$ cat config.mk
export PLATFORM = sky130hd
export DESIGN_NAME = operand_fetch_stage_flat
export DESIGN_NICKNAME = d
export VERILOG_FILES = /design/src/rtl/operand_fetch_stage_if.sv /design/src/rtl/operand_fetch_stage.sv /design/src/flat_wrapper.sv
export SDC_FILE = /design/constraint.sdc
export NUM_CORES = 1
export LEC_CHECK = 0
export BUFFER_PORTS_ARGS = -buffer_cell sky130_fd_sc_hd__buf_2
export CORE_MARGIN = 5
export CORE_UTILIZATION = 49
export CTS_CLUSTER_DIAMETER = 30
export DETAILED_ROUTE_END_ITERATION = 8
export GPL_TIMING_DRIVEN = 0
export PLACE_DENSITY = 0.88
export SYNTH_ARGS = -nofsm -noshare
export SYNTH_HDL_FRONTEND = slang
export SYNTH_SLANG_ARGS = --single-unit
$ cat constraint.sdc
create_clock -name Clk -period 3.9 [get_ports Clk]
set_clock_uncertainty 0.05 [all_clocks]
set_input_delay 0.78 -clock Clk [delete_from_list [all_inputs] [get_ports Clk]]
set_output_delay 0.78 -clock Clk [all_outputs]
set_load 0.02 [all_outputs]
$ cat src/rtl/operand_fetch_stage_if.sv
// Operand-fetch pipeline bus: the instruction handshake from IF and the registered ID/EX bundle.
// The stage uses the slave modport. The upstream and downstream side uses the master modport.
interface operand_fetch_stage_if #(
    parameter int DW = 8,
    parameter int AW = 3,
    parameter int IW = 16
);
    logic          In_valid;
    logic [IW-1:0] Instr;
    logic          Flush;
    logic          Stall;
    logic          Out_valid;
    logic [3:0]    Out_op;
    logic [AW-1:0] Out_rd;
    logic          Out_we;
    logic          Out_is_load;
    logic [DW-1:0] Out_a;
    logic [DW-1:0] Out_b;

    modport master (
        output In_valid, Instr, Flush,
        input  Stall, Out_valid, Out_op, Out_rd, Out_we, Out_is_load, Out_a, Out_b
    );

    modport slave (
        input  In_valid, Instr, Flush,
        output Stall, Out_valid, Out_op, Out_rd, Out_we, Out_is_load, Out_a, Out_b
    );
endinterface

$ cat src/rtl/operand_fetch_stage.sv
// ID/operand-fetch stage: decodes the instruction and forwards operands from EX/WB.
// It also stalls on load-use hazards and registers the ID/EX bundle.
module operand_fetch_stage #(
    parameter int DW = 8,
    parameter int AW = 3,
    parameter int IW = 16
) (
    input  logic                  Clk,
    input  logic                  Rst,
    operand_fetch_stage_if.slave  bus,
    output logic [AW-1:0]         Raddr_a,
    output logic [AW-1:0]         Raddr_b,
    input  logic [DW-1:0]         Rdata_a,
    input  logic [DW-1:0]         Rdata_b,
    input  logic                  Ex_we,
    input  logic [AW-1:0]         Ex_waddr,
    input  logic [DW-1:0]         Ex_result,
    input  logic                  Ex_is_load,
    input  logic                  Wb_we,
    input  logic [AW-1:0]         Wb_waddr,
    input  logic [DW-1:0]         Wb_data,
    output logic [7:0]            Stall_count
);
    logic [3:0]    op;
    logic [AW-1:0] rd;
    logic [AW-1:0] ra;
    logic [AW-1:0] rb;
    logic [5:0]    imm6;
    logic [DW-1:0] imm;
    logic          uses_rb;
    logic          is_load;
    logic          we;
    logic          use_imm;
    logic [DW-1:0] fwd_a;
    logic [DW-1:0] fwd_b;
    logic [DW-1:0] opnd_b;
    logic          hazard;

    assign op      = bus.Instr[IW-1 -: 4];
    assign rd      = bus.Instr[11:9];
    assign ra      = bus.Instr[8:6];
    assign rb      = bus.Instr[5:3];
    assign imm6    = bus.Instr[5:0];
    assign imm     = {{(DW-6){imm6[5]}}, imm6};

    assign uses_rb = ~op[3];
    assign is_load = (op == 4'hC);
    assign we      = ~((op == 4'hD) | (op == 4'hF));
    assign use_imm = op[3] & (op != 4'hD);

    assign Raddr_a = ra;
    assign Raddr_b = rb;

    // WB data must win over the RF read because that write only lands at the coming edge.
    assign fwd_a = (Ex_we && !Ex_is_load && Ex_waddr == ra) ? Ex_result :
                   (Wb_we && Wb_waddr == ra)                ? Wb_data   : Rdata_a;
    assign fwd_b = (Ex_we && !Ex_is_load && Ex_waddr == rb) ? Ex_result :
                   (Wb_we && Wb_waddr == rb)                ? Wb_data   : Rdata_b;
    assign opnd_b = use_imm ? imm : fwd_b;

    assign hazard    = bus.In_valid & Ex_we & Ex_is_load &
                       ((Ex_waddr == ra) | (uses_rb & (Ex_waddr == rb)));
    assign bus.Stall = hazard & ~bus.Flush;

    // Flush, stall and empty slots all become bubbles. Data fields hold their last value.
    always_ff @(posedge Clk) begin
        if (Rst) begin
            bus.Out_valid   <= 1'b0;
            bus.Out_op      <= '0;
            bus.Out_rd      <= '0;
            bus.Out_we      <= 1'b0;
            bus.Out_is_load <= 1'b0;
            bus.Out_a       <= '0;
            bus.Out_b       <= '0;
            Stall_count     <= 8'h00;
        end else begin
            if (bus.Stall && Stall_count != 8'hFF) begin
                Stall_count <= Stall_count + 8'd1;
            end
            if (bus.Flush || bus.Stall || !bus.In_valid) begin
                bus.Out_valid   <= 1'b0;
                bus.Out_we      <= 1'b0;
                bus.Out_is_load <= 1'b0;
            end else begin
                bus.Out_valid   <= 1'b1;
                bus.Out_op      <= op;
                bus.Out_rd      <= rd;
                bus.Out_we      <= we;
                bus.Out_is_load <= is_load;
                bus.Out_a       <= fwd_a;
                bus.Out_b       <= opnd_b;
            end
        end
    end
endmodule

$ cat src/flat_wrapper.sv
// flat-port wrapper written by rule: the top's interface ports become plain ports
module operand_fetch_stage_flat 
#(
    parameter int DW = 8,
    parameter int AW = 3,
    parameter int IW = 16
)
  (Clk, Rst, Raddr_a, Raddr_b, Rdata_a, Rdata_b, Ex_we, Ex_waddr, Ex_result, Ex_is_load, Wb_we, Wb_waddr, Wb_data, Stall_count, bus_In_valid, bus_Instr, bus_Flush, bus_Stall, bus_Out_valid, bus_Out_op, bus_Out_rd, bus_Out_we, bus_Out_is_load, bus_Out_a, bus_Out_b);
  operand_fetch_stage_if #(.DW(DW), .AW(AW), .IW(IW)) bus_i ();
  input  logic Clk;
  input  logic Rst;
  output logic [AW-1:0] Raddr_a;
  output logic [AW-1:0] Raddr_b;
  input  logic [DW-1:0] Rdata_a;
  input  logic [DW-1:0] Rdata_b;
  input  logic Ex_we;
  input  logic [AW-1:0] Ex_waddr;
  input  logic [DW-1:0] Ex_result;
  input  logic Ex_is_load;
  input  logic Wb_we;
  input  logic [AW-1:0] Wb_waddr;
  input  logic [DW-1:0] Wb_data;
  output logic [7:0] Stall_count;
  input wire logic [$bits(bus_i.In_valid)-1:0] bus_In_valid;
  input wire logic [$bits(bus_i.Instr)-1:0] bus_Instr;
  input wire logic [$bits(bus_i.Flush)-1:0] bus_Flush;
  output wire logic [$bits(bus_i.Stall)-1:0] bus_Stall;
  output wire logic [$bits(bus_i.Out_valid)-1:0] bus_Out_valid;
  output wire logic [$bits(bus_i.Out_op)-1:0] bus_Out_op;
  output wire logic [$bits(bus_i.Out_rd)-1:0] bus_Out_rd;
  output wire logic [$bits(bus_i.Out_we)-1:0] bus_Out_we;
  output wire logic [$bits(bus_i.Out_is_load)-1:0] bus_Out_is_load;
  output wire logic [$bits(bus_i.Out_a)-1:0] bus_Out_a;
  output wire logic [$bits(bus_i.Out_b)-1:0] bus_Out_b;
  assign bus_i.In_valid = bus_In_valid;
  assign bus_i.Instr = bus_Instr;
  assign bus_i.Flush = bus_Flush;
  assign bus_Stall = bus_i.Stall;
  assign bus_Out_valid = bus_i.Out_valid;
  assign bus_Out_op = bus_i.Out_op;
  assign bus_Out_rd = bus_i.Out_rd;
  assign bus_Out_we = bus_i.Out_we;
  assign bus_Out_is_load = bus_i.Out_is_load;
  assign bus_Out_a = bus_i.Out_a;
  assign bus_Out_b = bus_i.Out_b;
  operand_fetch_stage #(.DW(DW), .AW(AW), .IW(IW)) u_core (.Clk(Clk), .Rst(Rst), .bus(bus_i), .Raddr_a(Raddr_a), .Raddr_b(Raddr_b), .Rdata_a(Rdata_a), .Rdata_b(Rdata_b), .Ex_we(Ex_we), .Ex_waddr(Ex_waddr), .Ex_result(Ex_result), .Ex_is_load(Ex_is_load), .Wb_we(Wb_we), .Wb_waddr(Wb_waddr), .Wb_data(Wb_data), .Stall_count(Stall_count));
endmodule
==> results of run 1 <==
## routing by layer
layer  track usage, %  up-vias  routed length (um)
met2             40.6       91                3070
met4             9.05        0                  97
met3             5.06       10                 592
li1                 -     1040                   -
met5                0        -                   0
met1             23.4      973                2210
## registers in the layout, summed over array words and instances (netlist names)
register / flops
u_core.bus.Out_we: 1
u_core.bus.Out_b: 8
u_core.Stall_count: 8
u_core.bus.Out_rd: 3
u_core.bus.Out_is_load: 1
u_core.bus.Out_valid: 1
u_core.bus.Out_op: 4
u_core.bus.Out_a: 8
## final cells by class
cell class	instances	area [um2]	share of cell area, %
Buffer	18	126	4.79
Timing Repair Buffer	101	505	19.2
Multi-Input combinational cell	171	1160	43.9
Clock buffer	6	82.6	3.13
Clock inverter	2	12.5	0.475
Tap cell	50	62.6	2.37
Inverter	2	7.51	0.285
Sequential cell	34	681	25.8
## cells in the final DEF, fill, tap and decap left out, types with 2 or more instances in the layout
cell and instances:
a311oi_1 4, nand2b_1 2, buf_4 7, mux2_2 6, or2_2 6, nor3_1 7
xor2_1 3, nand2_1 34, a2111oi_0 4, nor2_1 10, buf_2 104, clkbuf_8 6
clkbuf_1 3, or3_1 2, a211o_1 3, xnor2_1 11, o221a_2 5, o221ai_1 5
a21oi_1 20, and3_1 2, mux2i_1 12, nand3b_1 3, buf_6 3, and4b_1 2
nand4_1 3, a31o_2 6, o21ai_0 5, dfxtp_1 34, nand3_1 3
## report_power, final
part           total (mW)  leakage [nW]  internal [mW]  switching, mW
combinational       0.194         0.928         0.0847          0.109
sequential          0.370         0.277          0.363        0.00726
clock               0.268        0.0472          0.142          0.126
total               0.832          1.25          0.589          0.243
## kinds of logic (layout without fill, tap and decap cells)
family	count (synthesis)	count (layout)	synth area share [%]
XOR/XNOR	14	14	6.21
multiplexers	18	18	9.51
flip-flops	34	34	34.5
buffers and inverters	20	129	6.78
AO/OA/AOI/OAI	56	56	21.3
AND/OR/NAND/NOR	82	82	21.1
adder cells (fa/ha/maj)	1	1	0.634
## how the worst max path moves through the flow
| stage | start | cells past startpoint | end |
|---|---|---|---|
| floorplan | Ex_waddr[1] | 3 | bus_Stall |
| global placement | bus_Instr[4] | 5 | bus_Stall |
| detailed placement | Ex_waddr[1] | 5 | bus_Stall |
| CTS | bus_Instr[4] | 5 | bus_Stall |
| global route | bus_Instr[4] | 5 | bus_Stall |
| finish | bus_Instr[4] | 5 | bus_Stall |
## synth_stat cells (6+ instances only)
master / instances
dfxtp_1: 34
nand2_1: 34
a21oi_1: 20
mux2i_1: 12
xnor2_1: 11
nor2_1: 10
buf_4: 7
nor3_1: 7
a31o_2: 6
mux2_2: 6
or2_2: 6
## worst max-delay path, delay by kind of cell
kind,cells,cell delay (ns)
xor+xnor,1,0.17
buf+inv,2,0.39
compound gates,1,0.49
simple gates,1,0.56
==> metrics, run 1 <==
status finished clean; synthesized net count roughly 290; TNS Setup 0 ns; GRT Util Overall 21.9%; register area share after synthesis about a third; I/O pin total between 100 and 150; Yosys top cell area share 34.5%; Yosys top cell by area dfxtp_1; CTS tree yes; CTS H-tree lvls 2; Worst Tran Pin Value just under 0.7 ns; ant diodes 0; synth top area cells dfxtp_1 (34%), nand2_1 (6.5%), mux2i_1 (6.1%), a21oi_1 (5.1%), xnor2_1 (4.9%); Clock Path Buffers 2; setup violation total in the final timing report 0; Tmin final about 3.2 ns; Mapped Area 0.00197 mm2; crit-path cells buf_2 -> xor2_1 -> or4_4 -> a211oi_1 -> buf_2; Worst Hold Class flip-flop to flip-flop; die area 0.00540 mm2; initial cell density of the core 50.0%; Leak ~1.3 nW; routed len/inst about 16 um; CTS root buf clkbuf_8; share of cells above drive strength 1 ~45%; fmax 0.310 GHz; min-delay src u_core.bus.Out_rd[1]; Final HPWL DP approximately 4.8 mm; Final GP Congestion ~0.86; cts repair resizes 0; Final Hold Viols 0; most used cell, CP buf_2; Syn Inst Count 225; core area 0.00394 mm2; Worst Path Arrival ~2.4 ns; total placed cells including tap cells between 300 and 400; Crit Path Class input pin to primary output; Util after Layout between 60% and 70%; FF-to-FF End u_core.Stall_count[3]; CP max FO 4; yosys warns 0; detailed-route via count about 2.1k; worst-case vdd ir drop between 0.2 and 0.25 mV; largest net degree at the start of global routing 12; Num CTS Buffers 5; Routed WL between 5 and 6 mm; number of enable flip-flop cells after synthesis 0; Fillers ~340; P&R area growth vs syn 33.6%; Reg2Reg Launch Point u_core.Stall_count[0]; clock sink count 34; Area after DPL between 0.002 and 0.003 mm2; post-route cell area 0.00264 mm2; row count 23; TritonRoute pass-1 iters 4; R2R setup slack approximately 1.8 ns; Final WS setup 0.674 ns; Net count, final slightly below 400; PD cells roughly 320 mW/mm2; Top FF cell, synth dfxtp_1; WHS Endpoint u_core.bus.Out_rd[1]; period utilization 82.7%; slowest stage delay, CP between 0.5 and 0.6 ns; WHS Path Cells 2; dpl ws 0.708 ns; Post-CTS Setup Inserts 0; hold buffer count at CTS 0; port bufs a little over 100; DRT iter0 DRCs 116; number of global-route vias before repair between 2k and 2.5k; worst path required time between 3 and 4 ns; Worst-path clk slew approximately 0.07 ns; Slowest cell on crit path or4_4; fin. max-slew vios 0; clock insertion delay at the later pin of the skew report around 0.28 ns; CP startpoint kind input pin; vias per inst between 5 and 6; Setup crit end kind primary output; Power, Total ~830 uW; fin cells about 380; Netlist cell types 45; DRC 0; maxcap violations 0; #FFs+latches synth 34; RSZ-0062 raised after global routing no; final global-route overflow total 0; Die Span Y roughly 73 um; Syn Area/Cell approximately 9 um2; Final Hold Slack approximately 0.4 ns; first-pass GRT wire length approximately 9.2 mm; width of the die 73.5 um; worst r2r path cells 6; relative slew slack 53.8%; async set-or-reset flop fraction in the synthesized netlist 0%; initial antenna violation count 0; Post-DRT Antenna Nets 0
No activity file was read; power rests on OpenSTA's default activity.
==> run 2: changes to the inputs <==
--- a/config.mk
+++ b/config.mk
@@ -7,11 +7,11 @@
 export LEC_CHECK = 0
 export BUFFER_PORTS_ARGS = -buffer_cell sky130_fd_sc_hd__buf_2
 export CORE_MARGIN = 5
-export CORE_UTILIZATION = 49
+export CORE_UTILIZATION = 45
 export CTS_CLUSTER_DIAMETER = 30
 export DETAILED_ROUTE_END_ITERATION = 8
 export GPL_TIMING_DRIVEN = 0
-export PLACE_DENSITY = 0.88
+export PLACE_DENSITY = 0.82
 export SYNTH_ARGS = -nofsm -noshare
 export SYNTH_HDL_FRONTEND = slang
 export SYNTH_SLANG_ARGS = --single-unit
==> constraint.sdc (replaced) <==
create_clock -name Clk -period 3.32 [get_ports Clk]
set_clock_uncertainty 0.05 [all_clocks]
set_input_delay 0.664 -clock Clk [delete_from_list [all_inputs] [get_ports Clk]]
set_output_delay 0.664 -clock Clk [all_outputs]
set_load 0.02 [all_outputs]
==> run 2 against run 1 <==
Compared with the run above:
- core utilization fell by 4.4 points
- non-clock buffer count did not move
- routed wire length rose by 2.2%
- clock power rose by 74%
- die area rose by 7.7%
- critical path depth did not move
- flip-flop and latch count did not move
- setup slack got worse by 0.35 ns
- highest routed layer unchanged
==> metrics, run 2 (synthesis gave the netlist of run 1 again) <==
TNS Setup 0 ns (unchanged); worst r2r path cells 6 (unchanged); period utilization between 90% and 100%; Final GP Congestion 0.871 (+1.4%); Net count, final 395 (unchanged); dpl ws 0.360 ns (-0.349 ns); CTS tree yes; Worst Path Buf+Inv 2 (unchanged); DRC 0 (unchanged); crit-path cells buf_2 -> xor2_1 -> or4_4 -> a211oi_1 -> buf_2; routed len/inst 15.8 um (+1.6%); clock network fraction of design power 41.3% (+9.1 points); WHS Path Cells 2 (unchanged); delay-heaviest family, CP simple AND/OR/NAND/NOR gates; I/O pin total 102 (unchanged); hold buffer count at CTS 0 (unchanged); WHS Endpoint u_core.bus.Out_rd[0]; first-pass GRT wire length 10.3 mm (+11%); min-delay src u_core.bus.Out_rd[0]; Reg2Reg Launch Point u_core.Stall_count[0]; Internal 826 uW (+40%); clock sink count 34 (unchanged); final global-route overflow total 0 (unchanged); core area 0.00429 mm2 (+8.9%); Setup crit end kind primary output; CTS root buf clkbuf_8; RSZ-0062 raised after global routing no; fmax ~0.33 GHz; CP startpoint kind input pin; setup violation total in the final timing report 0 (unchanged); Die Span Y 76.2 um (+3.8%); detailed-route via count 2,137 (+1.1%); Worst Hold Class flip-flop to flip-flop; ant diodes 0 (unchanged); Routed WL 6.10 mm (+2.2%); Final HPWL DP 4.77 mm (+0.38%); commonest non-fill, non-tap cell in the layout buf_2; fin. max-slew vios 0 (unchanged); share of cells above drive strength 1 44.6% (unchanged); width of the die 76.2 um (+3.8%); CTS H-tree lvls 2 (unchanged); status finished clean; worst-case vdd ir drop 0.332 mV (+41%); die area 0.00581 mm2 (+7.7%); Leak 1.27 nW (+1.7%); R2R setup slack 1.20 ns (-0.56 ns); commonest non-fill, non-tap cells in the layout buf_2 (104), nand2_1 (34), dfxtp_1 (34); most used cell, CP buf_2; port bufs 101 (unchanged); TritonRoute pass-1 iters 5 (+1); Worst-path clk slew 0.08 ns (about the same); Worst Tran Pin Value 0.677 ns (-0.0117 ns); number of global-route vias before repair 2,157 (+2.2%); combinational share of power 20.3% (-3.0 points); P&R area growth vs syn 35.9%; FF-to-FF End u_core.Stall_count[7]; clock insertion delay at the later pin of the skew report 0.28 ns (about the same); Num CTS Buffers 5 (unchanged); Post-DRT Antenna Nets 0 (unchanged); worst path required time 2.61 ns (-0.46 ns); Clock Path Buffers 2 (unchanged); DRT iter0 DRCs 104 (-10%); cts repair resizes 0 (unchanged); sw frac 26.9% (-2.3 points); slowest stage delay, CP 0.56 ns (about the same); Net Switching 304 uW (+25%); largest net degree at the start of global routing 13 (+1); relative slew slack 54.6% (+0.79 points); maxcap violations 0 (unchanged); Post-CTS Setup Inserts 0 (unchanged); Crit Path Class input pin to primary output; Util after Layout 62.4% (-4.4 points); Slowest cell on crit path or4_4; vias per inst 5.54 (+0.56%); Final WS setup 0.322 ns (-0.352 ns); PD cells 422 mW/mm2 (+34%); Tmin final ~3 ns; GRT Util Overall 20.8% (-1.1 points); CP max FO 4 (unchanged); initial antenna violation count 0 (unchanged); row count 24 (+4.3%); largest registers u_core.Stall_count: 8 flops, u_core.bus.Out_a: 8 flops, u_core.bus.Out_b: 8 flops; Reg power frac 38.4% (-6.1 points); initial cell density of the core 45.9% (-4.1 points); Worst Path Arrival 2.28 ns (-0.12 ns); Final Hold Viols 0 (unchanged)
## run 2: changes by cell type in the layout (fill, tap and decap cells not counted)
cell        previous run  this run
clkinv_4               0         1
clkinv_2               1         0
clkinvlp_4             1         0
clkbuf_8               6         5
bufinv_16              0         2
## run 2: worst reg2reg max path: cells and delay by family, from the launching register on
family	cells	cell delay (ns)
AOI/OAI and AO/OA	2	0.68
and+or+nand+nor	2	0.39
DFF	1	0.36
muxes	1	0.28
adders and majority gates	1	0.24
## run 2: routing by layer
| metal | global-route usage [%] | share of wire [%] | vias up |
|---|---|---|---|
| li1 | - | - | 1037 |
| met1 | 26.6 | 41 | 983 |
| met2 | 33.4 | 48 | 104 |
| met3 | 6.62 | 9.2 | 13 |
| met4 | 5.94 | 1.8 | 0 |
| met5 | 0 | 0 | - |
## run 2: power groups by stage
| stage | registers (mW) | clock network [mW] | logic [mW] |
|---|---|---|---|
| floorplan | 0.466 | 0 | 0.113 |
| global placement | 0.443 | 0 | 0.223 |
| detailed placement | 0.444 | 0 | 0.227 |
| CTS | 0.434 | 0.466 | 0.229 |
| global route | 0.436 | 0.485 | 0.251 |
| finish | 0.434 | 0.467 | 0.229 |
## run 2: cell type report
class | instances | area (um2)
Multi-Input combinational cell | 171 | 1160
Fill cell | 403 | 1610
Timing Repair Buffer | 101 | 505
Clock inverter | 3 | 68.8
Clock buffer | 5 | 68.8
Buffer | 18 | 126
Sequential cell | 34 | 681
Inverter | 2 | 7.51
Tap cell | 52 | 65.1
## run 2: metrics by stage
step	hold WS, ns	std cells	cell area (um2)	total power [mW]
after floorplan	0.483	225	1970	0.579
after global placement	0.391	378	2540	0.666
after detailed placement	0.395	378	2540	0.671
after CTS	0.405	386	2680	1.13
after global routing	0.421	386	2680	1.17
final	0.403	386	2680	1.13
## run 2: worst max path at each step
stage | start | depth (start not counted) | slack [ns] | endpoint
3_5_place_dp | bus_Instr[4] | 5 | 0.36 | bus_Stall
4_1_cts | bus_Instr[4] | 5 | 0.34 | bus_Stall
2_1_floorplan | Ex_waddr[1] | 3 | 0.50 | bus_Stall
3_3_place_gp | bus_Instr[4] | 5 | 0.36 | bus_Stall
5_1_grt | Ex_waddr[1] | 5 | 0.24 | bus_Stall
6_report | bus_Instr[4] | 5 | 0.32 | bus_Stall
==> run 3: changes to the inputs <==
--- a/config.mk
+++ b/config.mk
@@ -5,13 +5,15 @@
 export SDC_FILE = /design/constraint.sdc
 export NUM_CORES = 1
 export LEC_CHECK = 0
+export ABC_AREA = 1
 export BUFFER_PORTS_ARGS = -buffer_cell sky130_fd_sc_hd__buf_2
 export CORE_MARGIN = 5
-export CORE_UTILIZATION = 45
+export CORE_UTILIZATION = 48
 export CTS_CLUSTER_DIAMETER = 30
 export DETAILED_ROUTE_END_ITERATION = 8
+export GPL_ROUTABILITY_DRIVEN = 1
 export GPL_TIMING_DRIVEN = 0
-export PLACE_DENSITY = 0.82
+export PLACE_DENSITY = 0.89
 export SYNTH_ARGS = -nofsm -noshare
 export SYNTH_HDL_FRONTEND = slang
 export SYNTH_SLANG_ARGS = --single-unit
==> run 3 against run 2 <==
Compared with the run above:
- hold slack improved by 0.012 ns
- register-to-register slack improved by 0.54 ns
- count of clock-buffer cells in the layout unchanged
- combinational power increased by 17%
- sequential power about the same
- die area increased by 7.9%
- final cell count increased by 40%
- fmax increased by 14%
- setup slack improved by 0.36 ns
- core utilization increased by 1.6 points
==> metrics, run 3 <==
hold buffer count at CTS 0 (unchanged); Util after Layout 64.1% (+1.6 points); crit path from bus_Instr[8]; routed len/inst 12.9 um (-18%); period utilization 79.5% (-11 points); FF-to-FF End u_core.Stall_count[5]; Area after DPL 0.00287 mm2 (+13%); Synth Area in Compound Gates 6.38% (-15 points); synthesized net count 441 (+54%); I/O pin total 102 (unchanged); Syn Area/Cell 6.06 um2 (-31%); largest net degree at the start of global routing 13 (unchanged); ant diodes 0 (unchanged); Num CTS Buffers 5 (unchanged); sw frac 29.1% (+2.2 points); async set-or-reset flop fraction in the synthesized netlist 0% (unchanged); maxcap violations 0 (unchanged); Reg power frac 37.4% (-1.0 points); worst r2r path cells 6 (unchanged); mux cell area share after synthesis 0% (-9.5 points); detailed-route via count 2,794 (+31%); Netlist cell types 28 (-38%); commonest non-fill, non-tap cell in the layout nand2_1; Net Switching 340 uW (+12%); worst setup path end bus_Stall; number of global-route vias before repair 2,506 (+16%); first-pass GRT wire length 11.2 mm (+9.1%); R2R setup slack 1.74 ns (+0.54 ns); Crit Path Class input pin to primary output; initial antenna violation count 0 (unchanged); Setup crit end kind primary output; RSZ-0062 raised after global routing no; port bufs 101 (unchanged); clock sink count 34 (unchanged); Net count, final 549 (+39%); Die Span Y 79.2 um (+3.9%); row count 25 (+4.2%); Final HPWL DP 5.38 mm (+13%); Mapped Area 0.00230 mm2 (+16%); status finished clean; Final Hold Viols 0 (unchanged); Synth Area in Adders 0.545% (-0.089 points); synth cell count leaders nand2_1 (117), inv_1 (52), nor2_1 (52); TritonRoute pass-1 iters 5 (unchanged); cts repair resizes 0 (unchanged); most used cell, CP buf_2; worst-case vdd ir drop 0.140 mV (-58%); DRT iter0 DRCs 256 (+150%); Worst-path clk slew 0.08 ns (about the same); width of the die 79.2 um (+3.9%); Post-CTS Setup Inserts 0 (unchanged); fmax 0.379 GHz (+14%); number of enable flip-flop cells after synthesis 0 (unchanged); Internal 828 uW (+0.24%); clock insertion delay at the later pin of the skew report 0.30 ns (+0.02 ns); Yosys top cell area share 29.6% (-4.9 points); Final GP Congestion 0.894 (+2.6%); Yosys top cell by area dfxtp_1; Slowest cell on crit path xnor2_1; relative slew slack 65.2% (+11 points); setup violation total in the final timing report 0 (unchanged); TNS Setup 0 ns (unchanged); final global-route overflow total 0 (unchanged); Routed WL 7.00 mm (+15%); Clock Path Buffers 2 (unchanged); total placed cells including tap cells 534 (+41%); register area share after synthesis 29.6% (-4.9 points); CP startpoint kind input pin; fin. max-slew vios 0 (unchanged); Leak 1.73 nW (+36%); share of cells above drive strength 1 27.7% (-17 points); core area 0.00469 mm2 (+9.3%); Post-DRT Antenna Nets 0 (unchanged); worst path required time 2.61 ns (about the same); CTS root buf clkbuf_8; most common cell in the netlist nand2_1; fin cells 542 (+40%); Worst Tran Pin Value 0.522 ns (-0.155 ns); post-route cell area 0.00301 mm2 (+12%); Synth Area in XOR/XNOR 4.20% (-2.0 points); synth top area cells dfxtp_1 (30%), nand2_1 (19%), inv_1 (8.5%), nor2_1 (8.5%), nand3_1 (7.6%); simple-gate share of the synthesized area 46.0% (+25 points); dpl ws 0.709 ns (+0.349 ns); GRT Util Overall 22.2% (+1.5 points); crit-path cells buf_2 -> xnor2_1 -> nand3_1 -> nand2_2 -> nand2_4 -> buf_2 -> nor2_1 -> buf_2; slowest stage delay, CP 0.27 ns (-0.29 ns); commonest non-fill, non-tap cells in the layout nand2_1 (117), buf_2 (104), inv_1 (52), nor2_1 (52), nand3_1 (35); Final WS setup 0.681 ns (+0.359 ns); combinational share of power 22.8% (+2.5 points); largest family of logic cells by synthesized area simple AND/OR/NAND/NOR gates; Worst Hold Class flip-flop to flip-flop; Worst Path Arrival 1.92 ns (-0.36 ns); CTS tree yes; largest registers u_core.Stall_count: 8 flops, u_core.bus.Out_a: 8 flops, u_core.bus.Out_b: 8 flops; PD cells 389 mW/mm2 (-7.8%); Syn Inst Count 379 (+68%); die area 0.00627 mm2 (+7.9%); vias per inst 5.15 (-6.9%); clock network fraction of design power 39.8% (-1.5 points); #FFs+latches synth 34 (unchanged); initial cell density of the core 48.9% (+3.0 points); Top FF cell, synth dfxtp_1; DRC 0 (unchanged); P&R area growth vs syn 31.0%; yosys warns 0 (unchanged); Reg2Reg Launch Point u_core.Stall_count[2]; CP max FO 10 (+6); Tmin final 2.64 ns (-0.359 ns); CTS H-tree lvls 2 (unchanged)
-- run 3: changes by cell type after synthesis, sizes merged, moves of 6 or more --
cell,delta
a31o,-6
inv,+52
mux2,-6
mux2i,-12
nand2,+87
nand3,+32
nand4,+8
nor2,+46
or2,-7
xnor2,-6
-- run 3: stage by stage --
step                      hold WS (ns)  power (mW)
after floorplan                  0.480       0.608
after global placement           0.394       0.702
after detailed placement         0.398       0.707
after global routing             0.432        1.22
final                            0.415        1.17
after CTS                        0.410        1.17
-- run 3: cells by family (layout without fill, tap and decap cells) --
logic type | Yosys count | after routing
simple gates | 236 | 236
buf+inv | 69 | 178
flops | 34 | 34
compound gates | 28 | 28
xor+xnor | 11 | 11
fa+ha+maj | 1 | 1
-- run 3: layout make-up --
type | instances | area (um2)
plain buffers | 16 | 105
clock buffers | 5 | 68.8
clock inverters | 3 | 68.8
fillers | 433 | 1690
inverters | 53 | 199
multi-input cells | 276 | 1310
flip-flops and latches | 34 | 681
well taps | 54 | 67.6
repair buffers | 101 | 505
-- run 3: how the worst min path moves through the flow --
stage                          from                   end  slack [ns]  depth (start not counted)
2_1_floorplan  u_core.bus.Out_op[3]  u_core.bus.Out_op[3]        0.48                          2
3_3_place_gp   u_core.bus.Out_rd[1]  u_core.bus.Out_rd[1]        0.39                          2
3_5_place_dp   u_core.bus.Out_rd[2]  u_core.bus.Out_rd[2]        0.40                          2
4_1_cts        u_core.bus.Out_rd[2]  u_core.bus.Out_rd[2]        0.41                          2
5_1_grt        u_core.bus.Out_op[0]  u_core.bus.Out_op[0]        0.43                          2
6_report       u_core.bus.Out_op[0]  u_core.bus.Out_op[0]        0.42                          2
-- run 3: per-layer routing --
metal / up-vias / part of all wire (%) / GRT usage (%) / wire length [um]
met1: 1232 / 42 / 28.4 / 2920
met4: 0 / 2.9 / 8.59 / 202
li1: 1390 / - / - / -
met2: 144 / 48 / 37.0 / 3330
met5: - / 0 / 0 / 0
met3: 28 / 7.8 / 4.08 / 544
-- run 3: power by group through the flow --
stage	combinational (mW)	sequential, mW	clock (mW)
CTS	0.263	0.437	0.470
global route	0.294	0.439	0.489
floorplan	0.138	0.470	0
detailed placement	0.261	0.446	0
global placement	0.257	0.445	0
finish	0.267	0.437	0.465
-- run 3: worst max-delay path, delay by kind of cell --
kind | cells | cell delay [ns]
xor+xnor | 1 | 0.27
buf+inv | 3 | 0.48
simple gates | 4 | 0.51
